**config.mk**
```make
export PLATFORM = sky130hd
export DESIGN_NAME = gen_line_rdadd
export DESIGN_NICKNAME = d
export VERILOG_FILES = /design/src/rtl/gen_line_rdadd.sv
export SDC_FILE = /design/constraint.sdc
export NUM_CORES = 1
export LEC_CHECK = 0
export BUFFER_PORTS_ARGS = -buffer_cell sky130_fd_sc_hd__buf_2
export CAP_MARGIN = 20
export CORE_ASPECT_RATIO = 0.8
export CORE_MARGIN = 2
export CORE_UTILIZATION = 35
export DETAILED_ROUTE_END_ITERATION = 10
export GPL_ROUTABILITY_DRIVEN = 0
export PLACE_DENSITY = 0.65
export REMOVE_ABC_BUFFERS = 1
export SYNTH_ARGS = -nofsm -noshare
export SYNTH_HDL_FRONTEND = slang
export SYNTH_SLANG_ARGS = --single-unit
```
**constraint.sdc**
```tcl
create_clock -name clk -period 2.5 [get_ports clk]
set_clock_uncertainty 0.2 [all_clocks]
set_input_delay 0 -clock clk [delete_from_list [all_inputs] [get_ports clk]]
set_output_delay 0 -clock clk [all_outputs]
set_load 0.01 [all_outputs]
```
**src/rtl/gen_line_rdadd.sv**
```systemverilog
// rtl/gen_line_rdadd.sv - multi-channel line-buffer read address generator
//
// Generates independent per-channel column read addresses for a set of line
// buffers, a rotating oldest-buffer index, and (optionally) a row counter with
// an end-of-frame pulse.
//
// Optional feature macro: GEN_LINE_RDADD_ROWCNT_EN
//    defined   : row_cnt / frame_done are live
//    undefined : row_cnt and frame_done are tied to 0, no row register exists
//
// Ports:
//    clk        in   rising-edge clock
//    aclr       in   asynchronous active-high reset
//    rden       in   [NUM_CH]         per-channel read enable
//    cfg_load   in   1-cycle strobe: load col_size, restart all counters
//    col_size   in   [ADDR_W]         runtime line length (0 or >MAX_COLS -> MAX_COLS)
//    rdadd      out  [NUM_CH*ADDR_W]  channel k at [k*ADDR_W +: ADDR_W]
//    line_end   out  [NUM_CH]         per-channel wrap pulse
//    rot_sel    out  [3]              oldest line buffer index, modulo NUM_CH
//    row_cnt    out  [11]             current row
//    frame_done out  1-cycle end-of-frame pulse

module gen_line_rdadd #(
   parameter int NUM_CH   = 2,
   parameter int ADDR_W   = 11,
   parameter int MAX_COLS = 1280,
   parameter int ROWS     = 1024
) (
   input  logic                       clk,
   input  logic                       aclr,
   input  logic [NUM_CH-1:0]          rden,
   input  logic                       cfg_load,
   input  logic [ADDR_W-1:0]          col_size,
   output logic [NUM_CH*ADDR_W-1:0]   rdadd,
   output logic [NUM_CH-1:0]          line_end,
   output logic [2:0]                 rot_sel,
   output logic [10:0]                row_cnt,
   output logic                       frame_done
);

   if (NUM_CH < 1 || NUM_CH > 8 || ROWS < 1 || MAX_COLS < 1 ||
       MAX_COLS > (1 << ADDR_W)) begin : g_bad_param
      $error("gen_line_rdadd: illegal parameter combination");
   end

   // The last column index is stored rather than the column count, so that
   // MAX_COLS = 2^ADDR_W still fits in ADDR_W bits.
   localparam logic [ADDR_W:0]   MAX_EXT  = (ADDR_W+1)'(MAX_COLS);
   localparam logic [ADDR_W-1:0] MAX_LAST = ADDR_W'(MAX_COLS - 1);
   localparam logic [2:0]        ROT_LAST = 3'(NUM_CH - 1);

   logic [ADDR_W-1:0] col_last;
   logic [ADDR_W-1:0] load_last;
   logic [ADDR_W:0]   size_ext;
   logic [NUM_CH-1:0] wrap;

   assign size_ext = {1'b0, col_size};

   always_comb begin
      load_last = col_size - ADDR_W'(1);
      if (col_size == '0 || size_ext > MAX_EXT)
         load_last = MAX_LAST;
   end

   always_comb begin
      wrap = '0;
      for (int k = 0; k < NUM_CH; k++)
         wrap[k] = rden[k] && (rdadd[k*ADDR_W +: ADDR_W] == col_last);
   end

   always_ff @(posedge clk or posedge aclr) begin
      if (aclr) begin
         col_last <= MAX_LAST;
         rdadd    <= '0;
         line_end <= '0;
         rot_sel  <= '0;
      end else if (cfg_load) begin
         col_last <= load_last;
         rdadd    <= '0;
         line_end <= '0;
         rot_sel  <= '0;
      end else begin
         line_end <= wrap;
         for (int k = 0; k < NUM_CH; k++) begin
            if (rden[k])
               rdadd[k*ADDR_W +: ADDR_W] <= wrap[k] ? '0
                                          : rdadd[k*ADDR_W +: ADDR_W] + ADDR_W'(1);
         end
         // With NUM_CH = 1, ROT_LAST is 0 and rot_sel never leaves 0.
         if (wrap[0])
            rot_sel <= (rot_sel == ROT_LAST) ? 3'd0 : rot_sel + 3'd1;
      end
   end

`ifdef GEN_LINE_RDADD_ROWCNT_EN
   localparam logic [10:0] ROW_LAST = 11'(ROWS - 1);

   always_ff @(posedge clk or posedge aclr) begin
      if (aclr) begin
         row_cnt    <= '0;
         frame_done <= 1'b0;
      end else if (cfg_load) begin
         row_cnt    <= '0;
         frame_done <= 1'b0;
      end else begin
         frame_done <= 1'b0;
         if (wrap[0]) begin
            if (row_cnt == ROW_LAST) begin
               row_cnt    <= '0;
               frame_done <= 1'b1;
            end else begin
               row_cnt <= row_cnt + 11'd1;
            end
         end
      end
   end
`else
   assign row_cnt    = '0;
   assign frame_done = 1'b0;
`endif

endmodule

```
**Word-level counts from Yosys, hierarchy flattened**

Cells that the tools add are included.

- Bits in registers: 38
- Bits of input ports: 16
- Word-level logic and storage cells: 30

- Add/subtract/negate cells: 4
- Order comparisons: 1
- Eq/ne operators: 3
- Mux-type cells: 10
- Reductions and logical operators: 7

Operators by type and width:

| kind | count |
|---|---|
| $mux 11 | 5 |
| $add 11x1->11 const B | 2 |
| $eq 11x11->1 | 2 |
| $mux 22 | 1 |
| $gt 11x11->1 const B | 1 |
| $logic_not 11->1 | 1 |
| $sub 11x1->11 const B | 1 |
| $mux 3 | 3 |
| $reduce_bool 2->1 | 3 |
| $add 3x1->3 const B | 1 |
| $eq 3x1->1 const B | 1 |
| $logic_and 1x1->1 | 2 |
| $mux 2 | 1 |
| $logic_or 1x1->1 | 1 |

**Logic depth before layout (Yosys ltp)**

Gate-level depths: netlist of run 1.

- Word-level depth: 5
- Gate-level depth with buffers: 7
- Gate-level depth less buffers: 6

**Worst setup path after synthesis of run 1**

Ideal clock, no wire load.

- Kind: register -> register
- Start: register col_last[6]
- End: register rdadd[16]
- Setup time: 0.123 ns
- Arrival: 1.447 ns
- Data required time: 2.177 ns
- Slack: 0.730 ns
- Cell stages (with the launch flop): 7
- Buffers on the path: 1
- Period minus slack after synthesis: 1.770 ns
- Path through: dfstp_2 -> xnor2_1 -> nand4_1 -> or3_1 -> clkbuf_1 -> nand2_1 -> nor2_1

- Word-level cells in the longest chain between the ends: 5

RTL lines:

| element | RTL line | source |
|---|---|---|
| start, declared | 52 | `logic [ADDR_W-1:0] col_last;` |
| start signal, assigned | 78 | `col_last <= load_last;` |
| $eq 11x11->1 | 68 | `wrap[k] = rden[k] && (rdadd[k*ADDR_W +: ADDR_W] == col_last);` |
| $logic_and 1x1->1 | 68 |  |
| $mux 11 | 86 | `rdadd[k*ADDR_W +: ADDR_W] <= wrap[k] ? '0` |
| $mux 11 | 85 | `if (rden[k])` |
| $mux 22 | 77 | `end else if (cfg_load) begin` |
| end signal, assigned by index | 86 |  |
| end, declared | 34 | `output logic [NUM_CH*ADDR_W-1:0] rdadd,` |

Every way passes these cells. The select of a mux whose other input is x is not followed.
A chain may end at the register's enable or synchronous reset.

**Final worst setup path of run 1**

- Start: register col_last[6]
- End: register rdadd[11]

The elaborated chain is that of the path after synthesis.

==> qor.csv, run 1 <==
stage;metric;value;unit
floorplan;Die Width;95.41;µm
worst_hold_path;Worst Hold Class;input pin to async pin;
timing;Final setup violation count;0;
logic_synthesis;synthesized area;2340;µm²
logic_synthesis;ranking of synthesized cells by area;dfrtp_1, xnor2_1, dfstp_2;
clock_network;TritonCTS Buffers;5;
setup_path;Slowest cell on crit path;dfstp_2;
clock_network;clock sink total;38;
global_route;initial antenna violation count;0;
floorplan;# rows;26;
logic_synthesis;post-synthesis sequential area ratio;41.12;%
global_route;pin count of the biggest net entering global routing;39;
power;leakage power;0.001295;µW
routing;Residual DRC;0;
timing;crit path time final;2.386;ns
logic_synthesis;Post-synth top cells;nor2_1, xnor2_1, dfrtp_1, nand2_1, a21oi_1;
logic_synthesis;post-synth top area cell;dfrtp_1;
setup_path;critical path class;flip-flop to flip-flop;
clock_network;CTS tree;done;
layout;final net count;331;
power;VDD IR max;0.2126;mV
timing;fmax;419.0;MHz
clock_network;Clock Tree Root;clkbuf_8;
layout;# diodes;0;
setup_path;Worst Setup End Kind;flip-flop;
placement;IO Port Bufs;42;
flow_run;Max Cap Viol;0;
logic_synthesis;share of the synthesized area in the top cell type;31.02;%
routing;DRT iter0 DRCs;53;
timing;RSZ-0062 raised after global routing;no;
placement;placed cell areas;2581;µm²
floorplan;initial core utilization;36.32;%
setup_path;Critical Path Start Type;flip-flop;
setup_path;CP arrival;2.37;ns
setup_path;crit-path max FO;7;
placement;placed insts;369;
setup_path;end of the worst register-to-register path;rdadd[11];
setup_path;Worst R2R Start;col_last[6];
logic_synthesis;Yosys cell types;38;
setup_path;max incr delay on CP;0.58;ns
setup_path;Required @ worst endpoint;2.48;ns
global_route;GRT Residual Overflow;0;
setup_path;worst setup path start;col_last[6];
global_route;first-pass GRT wire length;8.873;mm
power;PwrDens;484.4;nW/µm²
clock_network;clock transition at the registers of the reported paths;0.08;ns
timing;final setup TNS;0;ns
logic_synthesis;mean post-synth cell area;9.322;µm²
clock_network;post-CTS setup buffer count;0;
timing;period utilization;95.45;%
timing;Final Hold Viols;0;
routing;ANT nets after route;0;
floorplan;IO Pins;55;
logic_synthesis;most frequent cell after synthesis;nor2_1;
setup_path;CP Buf/Inv Count;1;
clock_network;H-tree lvl count;2;
layout;share of layout cells above drive strength 1;23.00;%
placement;Final HPWL DP;3.843;mm
outcome;status;completed;
global_route;number of global-route vias before repair;1852;
logic_synthesis;Seq cells post-synth;38;
global_route;All-Layer GR Usage;15.16;%
logic_synthesis;yosys warns;0;
routing;WL final;5.362;mm
setup_path;crit path cell chain;xnor2_1, nand4_1, or3_1, nand3b_1, a21oi_1, dlygate4sd3_1;
floorplan;Total Die Area;7359;µm²
timing;final slew viol count;0;
layout;fin area;2890;µm²
power;Total Power;1400;µW
setup_path;top cell family by delay on the critical path;simple AND/OR/NAND/NOR gates;
clock_network;clock insertion delay at the later pin of the skew report;0.29;ns
logic_synthesis;Async SR Flop Fraction;100.0;%
floorplan;Die Ht;77.13;µm
layout;P&R area growth vs syn;23.53;%
clock_network;post-cts resize count;0;
routing;via count;1926;
logic_synthesis;Gate Count Post-Synth;251;
routing;router iterations before antenna repair;4;
logic_synthesis;Top FF cell, synth;dfrtp_1;
layout;fin cells;397;
floorplan;core area;6441;µm²
timing;Min Hold Slack;0.1530;ns
routing;drt wl/cell;13.51;µm
routing;Via density;4.851;
logic_synthesis;Post-synth EDFFs;0;
setup_path;R2R cell count;6;
setup_path;R2R Setup Slk;0.11;ns
clock_network;Max clock buf depth;2;
==> area by class of cell <==
class	count	area, µm²
fillers	657	3551
multi-input cells	197	1266
flip-flops and latches	38	962.2
repair buffers	64	425.4
well taps	84	105.1
clock buffers	5	68.82
clock inverters	3	40.04
inverters	6	22.52
==> report_power, final <==
part	leakage, µW	total, µW	internal, µW	switching (µW)
Combinational	0.000743	199	95.1	103
Clock	0.0000579	515	294	221
Sequential	0.000494	686	649	37.0
==> flip-flops by register name (all words and copies together) (netlist names) <==
signal	cells
rot_sel	3
col_last	11
rdadd	22
line_end	2
==> per-layer routing <==
layer  GRT usage (%)  vias up  wire length, µm
li1                -      942                -
met4           5.143        0               53
met1           21.50      926             2640
met2           23.24       51             2394
met3           2.652        7              273
met5               0        -                0
==> cells in the final DEF, fill, tap and decap left out, types with 2 or more instances in the layout <==
master / instances
buf_2: 42
nor2_1: 39
xnor2_1: 34
dfrtp_1: 29
dlygate4sd3_1: 20
nand2_1: 18
a21oi_1: 15
nand4_1: 14
xor2_1: 13
conb_1: 12
dfstp_2: 9
nand3_1: 6
inv_1: 6
nand2b_1: 6
clkbuf_8: 5
nor3_1: 4
nor3_4: 3
nand3b_1: 3
o21ai_0: 3
and3_1: 3
o22a_2: 3
ha_1: 3
a31o_2: 2
nor2b_1: 2
o2111ai_1: 2
clkinv_2: 2
buf_4: 2
==> metrics by stage <==
| stage | setup WS, ns | util (%) |
|---|---|---|
| after floorplan | 0.7266 | - |
| after global placement | 0.5468 | 40.07 |
| after detailed placement | 0.4741 | 40.07 |
| after CTS | 0.1141 | 44.87 |
| after global routing | 0.01270 | 44.87 |
| final | 0.1136 | 44.87 |
==> kinds of logic (layout without fill, tap and decap cells) <==
group,after synthesis,after routing,share of synthesized area (%)
AO/OA/AOI/OAI,29,29,8.717
XOR/XNOR,47,47,17.59
adder cells (fa/ha/maj),3,3,1.604
buffers and inverters,27,78,6.523
flip-flops,38,38,41.12
multiplexers,1,1,0.4278
other,1,12,0.1603
AND/OR/NAND/NOR,105,105,23.85
==> worst reg2reg max path: cells and delay by family, from the launching register on <==
| kind | cells | cell delay, ns |
|---|---|---|
| AO/OA/AOI/OAI | 1 | 0.06 |
| XOR/XNOR | 1 | 0.12 |
| buffers and inverters | 1 | 0.56 |
| flip-flops | 1 | 0.58 |
| AND/OR/NAND/NOR | 3 | 0.75 |
==> worst max-delay path by stage <==
stage / slack [ns] / depth (start not counted) / to
finish: 0.11 / 6 / rdadd[11]
global route: 0.01 / 6 / rdadd[11]
CTS: 0.11 / 6 / rdadd[11]
detailed placement: 0.47 / 5 / rdadd[2]
global placement: 0.55 / 5 / rdadd[2]
floorplan: 0.73 / 5 / rdadd[10]
==> repair_timing <==
action / 4_1_cts / 5_1_grt
setup endpoints to repair: 0 / 0
hold buffers: 20 / 0
endpoints found under the hold margin: 62 / 0
No activity file was read; power rests on OpenSTA's default activity.
==> run 2: changes to the inputs <==
- CORE_UTILIZATION: 35 -> 54
- GPL_TIMING_DRIVEN: default -> 0
- PLACE_DENSITY: 0.65 -> 0.89
==> run 2 against run 1 <==
Compared with the run above: setup slack better by 0.091 ns; sequential share of layout area up 0.57 points; die area down 34%; register-to-register slack better by 0.35 ns; count of clock-buffer cells in the layout up 2; sequential power about the same; power down 5.6%; global-route usage up 7.3 points; design area down 1.7%; combinational power about the same; first-iteration DRC count rose to 2.8 times the previous value; core utilization up 23 points.
==> qor.csv, run 2 (synthesis results as in run 1) <==
stage;metric;value;unit;change
floorplan;Die Ht;62.88;µm;was 77.13 µm
timing;crit path time final;2.295;ns;was 2.386 ns
global_route;GRT Residual Overflow;0;;unchanged
timing;RSZ-0062 raised after global routing;no;;unchanged
setup_path;most frequent cell on the critical path;dlygate4sd3_1;;
routing;via count;1953;;was 1926
placement;IO Port Bufs;42;;unchanged
layout;largest registers;rdadd: 22 flops, col_last: 11 flops, rot_sel: 3 flops;;unchanged
timing;final setup TNS;0;ns;unchanged
global_route;initial antenna violation count;0;;unchanged
clock_network;clock insertion delay at the later pin of the skew report;0.29;ns;about the same
global_route;number of global-route vias before repair;1828;;was 1852
setup_path;Critical Path Start Type;input pin;;was flip-flop
routing;Via density;5.307;;was 4.851
power;VDD IR max;0.2171;mV;was 0.2126 mV
layout;# diodes;0;;unchanged
layout;Multi-input gate area;1266;µm²;unchanged
global_route;All-Layer GR Usage;22.43;%;was 15.16%
routing;drt wl/cell;13.57;µm;was 13.51 µm
layout;fin cells;368;;was 397
outcome;status;completed;;unchanged
layout;Finished Core Util;68.01;%;was 44.87%
timing;fmax;435.8;MHz;was 419.0 MHz
routing;DRT iter0 DRCs;147;;was 53
setup_path;crit path cell chain;dlygate4sd3_1, buf_2, inv_1, ha_1, nand4b_4, a31o_4, a21oi_4, a21oi_1, dlygate4sd3_1;;was xnor2_1, nand4_1, or3_1, nand3b_1, a21oi_1, dlygate4sd3_1
clock_network;CTS tree;done;;unchanged
timing;period utilization;91.79;%;was 95.45%
floorplan;core area;4178;µm²;was 6441 µm²
floorplan;# rows;21;;was 26
timing;Final Hold Viols;0;;unchanged
clock_network;Clock Tree Root;clkbuf_8;;unchanged
layout;largest register by flop count;rdadd;;unchanged
setup_path;CP arrival;2.31;ns;was 2.37 ns
timing;Tightest Pin Transition;0.7815;ns;
timing;max_slew headroom;47.84;%;
routing;Residual DRC;0;;unchanged
layout;# fillers;311;;was 657
setup_path;crit-path max FO;6;;was 7
layout;P&R area growth vs syn;21.44;%;was 23.53%
global_route;pin count of the biggest net entering global routing;31;;was 39
layout;commonest non-fill, non-tap cell in the layout;buf_2;;unchanged
layout;sequential cell area;962.2;µm²;unchanged
setup_path;Required @ worst endpoint;2.51;ns;was 2.48 ns
timing;Min Hold Slack;0.1885;ns;was 0.1530 ns
placement;placed insts;341;;was 369
clock_network;clock sink total;38;;unchanged
global_route;first-pass GRT wire length;8.625;mm;was 8.873 mm
worst_hold_path;Worst Hold Class;input pin to async pin;;unchanged
setup_path;max incr delay on CP;0.57;ns;was 0.58 ns
routing;WL final;4.994;mm;was 5.362 mm
clock_network;post-cts resize count;0;;unchanged
floorplan;Total Die Area;4879;µm²;was 7359 µm²
timing;Final setup violation count;0;;unchanged
clock_network;Hold Buf Count CTS;19;;was 20
clock_network;post-CTS setup buffer count;0;;unchanged
setup_path;critical path class;input pin to flip-flop;;was flip-flop to flip-flop
floorplan;IO Pins;55;;unchanged
setup_path;Slowest cell on crit path;dlygate4sd3_1;;was dfstp_2
floorplan;initial core utilization;56.00;%;was 36.32%
flow_run;Max Cap Viol;0;;unchanged
power;PwrDens;465.2;nW/µm²;was 484.4 nW/µm²
power;leakage power;0.001278;µW;was 0.001295 µW
clock_network;Max clock buf depth;2;;unchanged
routing;router iterations before antenna repair;4;;unchanged
routing;ANT nets after route;0;;unchanged
clock_network;clock transition at the registers of the reported paths;0.08;ns;about the same
timing;final slew viol count;0;;unchanged
setup_path;Worst Setup End Kind;flip-flop;;unchanged
placement;Final HPWL DP;3.587;mm;was 3.843 mm
clock_network;H-tree lvl count;2;;unchanged
floorplan;Die Width;77.60;µm;was 95.41 µm
setup_path;R2R Setup Slk;0.46;ns;was 0.11 ns
clock_network;TritonCTS Buffers;5;;unchanged
layout;share of layout cells above drive strength 1;22.51;%;was 23.00%
layout;final net count;329;;was 331
layout;most frequent cells in the layout;buf_2, nor2_1, xnor2_1, dfrtp_1, dlygate4sd3_1;;unchanged
layout;Largest register FFs;22;;unchanged
## run 2: layout make-up
class                   instances  share of cell area [%]
multi-input cells             197                   44.56
flip-flops and latches         38                   33.86
repair buffers                 62                   15.06
clock buffers                   7                   3.038
well taps                      57                   2.510
inverters                       6                  0.7926
clock inverters                 1                  0.1761
## run 2: worst max-delay path, delay by kind of cell
family | cells | cell delay [ns]
AO/OA/AOI/OAI | 3 | 0.57
adder cells (fa/ha/maj) | 1 | 0.27
buffers and inverters | 4 | 1.29
AND/OR/NAND/NOR | 1 | 0.16
## run 2: where the power goes
part           switching [µW]  total, µW  internal, µW
sequential               35.9        686           650
combinational             104        201          97.8
clock                     212        435           222
total                     352       1320           970
## run 2: metal layers
layer / global-route usage, % / up-vias / share of wire [%]
li1: - / 939 / -
met1: 30.58 / 924 / 44
met2: 35.99 / 83 / 49
met3: 5.347 / 7 / 5.9
met4: 5.804 / 0 / 0.68
met5: 0 / - / 0
## run 2: worst paths after layout
| check | end | startpoint | cells after the start |
|---|---|---|---|
| worst max-delay path | col_last[3] | col_size[0] | 9 |
| worst min-delay path | rot_sel[2] | aclr | 3 |
| worst max register to register | rdadd[8] | col_last[4] | 5 |
| worst min register to register | col_last[5] | col_last[5] | 2 |
| max in group asynchronous | col_last[1] | aclr | 4 |
| min in group clk | col_last[0] | col_size[0] | 3 |
## run 2: stage by stage
stage / total power [µW] / cell area [µm²] / setup WS [ns]
final: 1322 / 2841 / 0.2051
after global routing: 1381 / 2841 / 0.1192
after CTS: 1319 / 2841 / 0.2323
after global placement: 857.3 / 2532 / 0.5455
after detailed placement: 868.8 / 2560 / 0.4799
after floorplan: 800.3 / 2251 / 0.7266
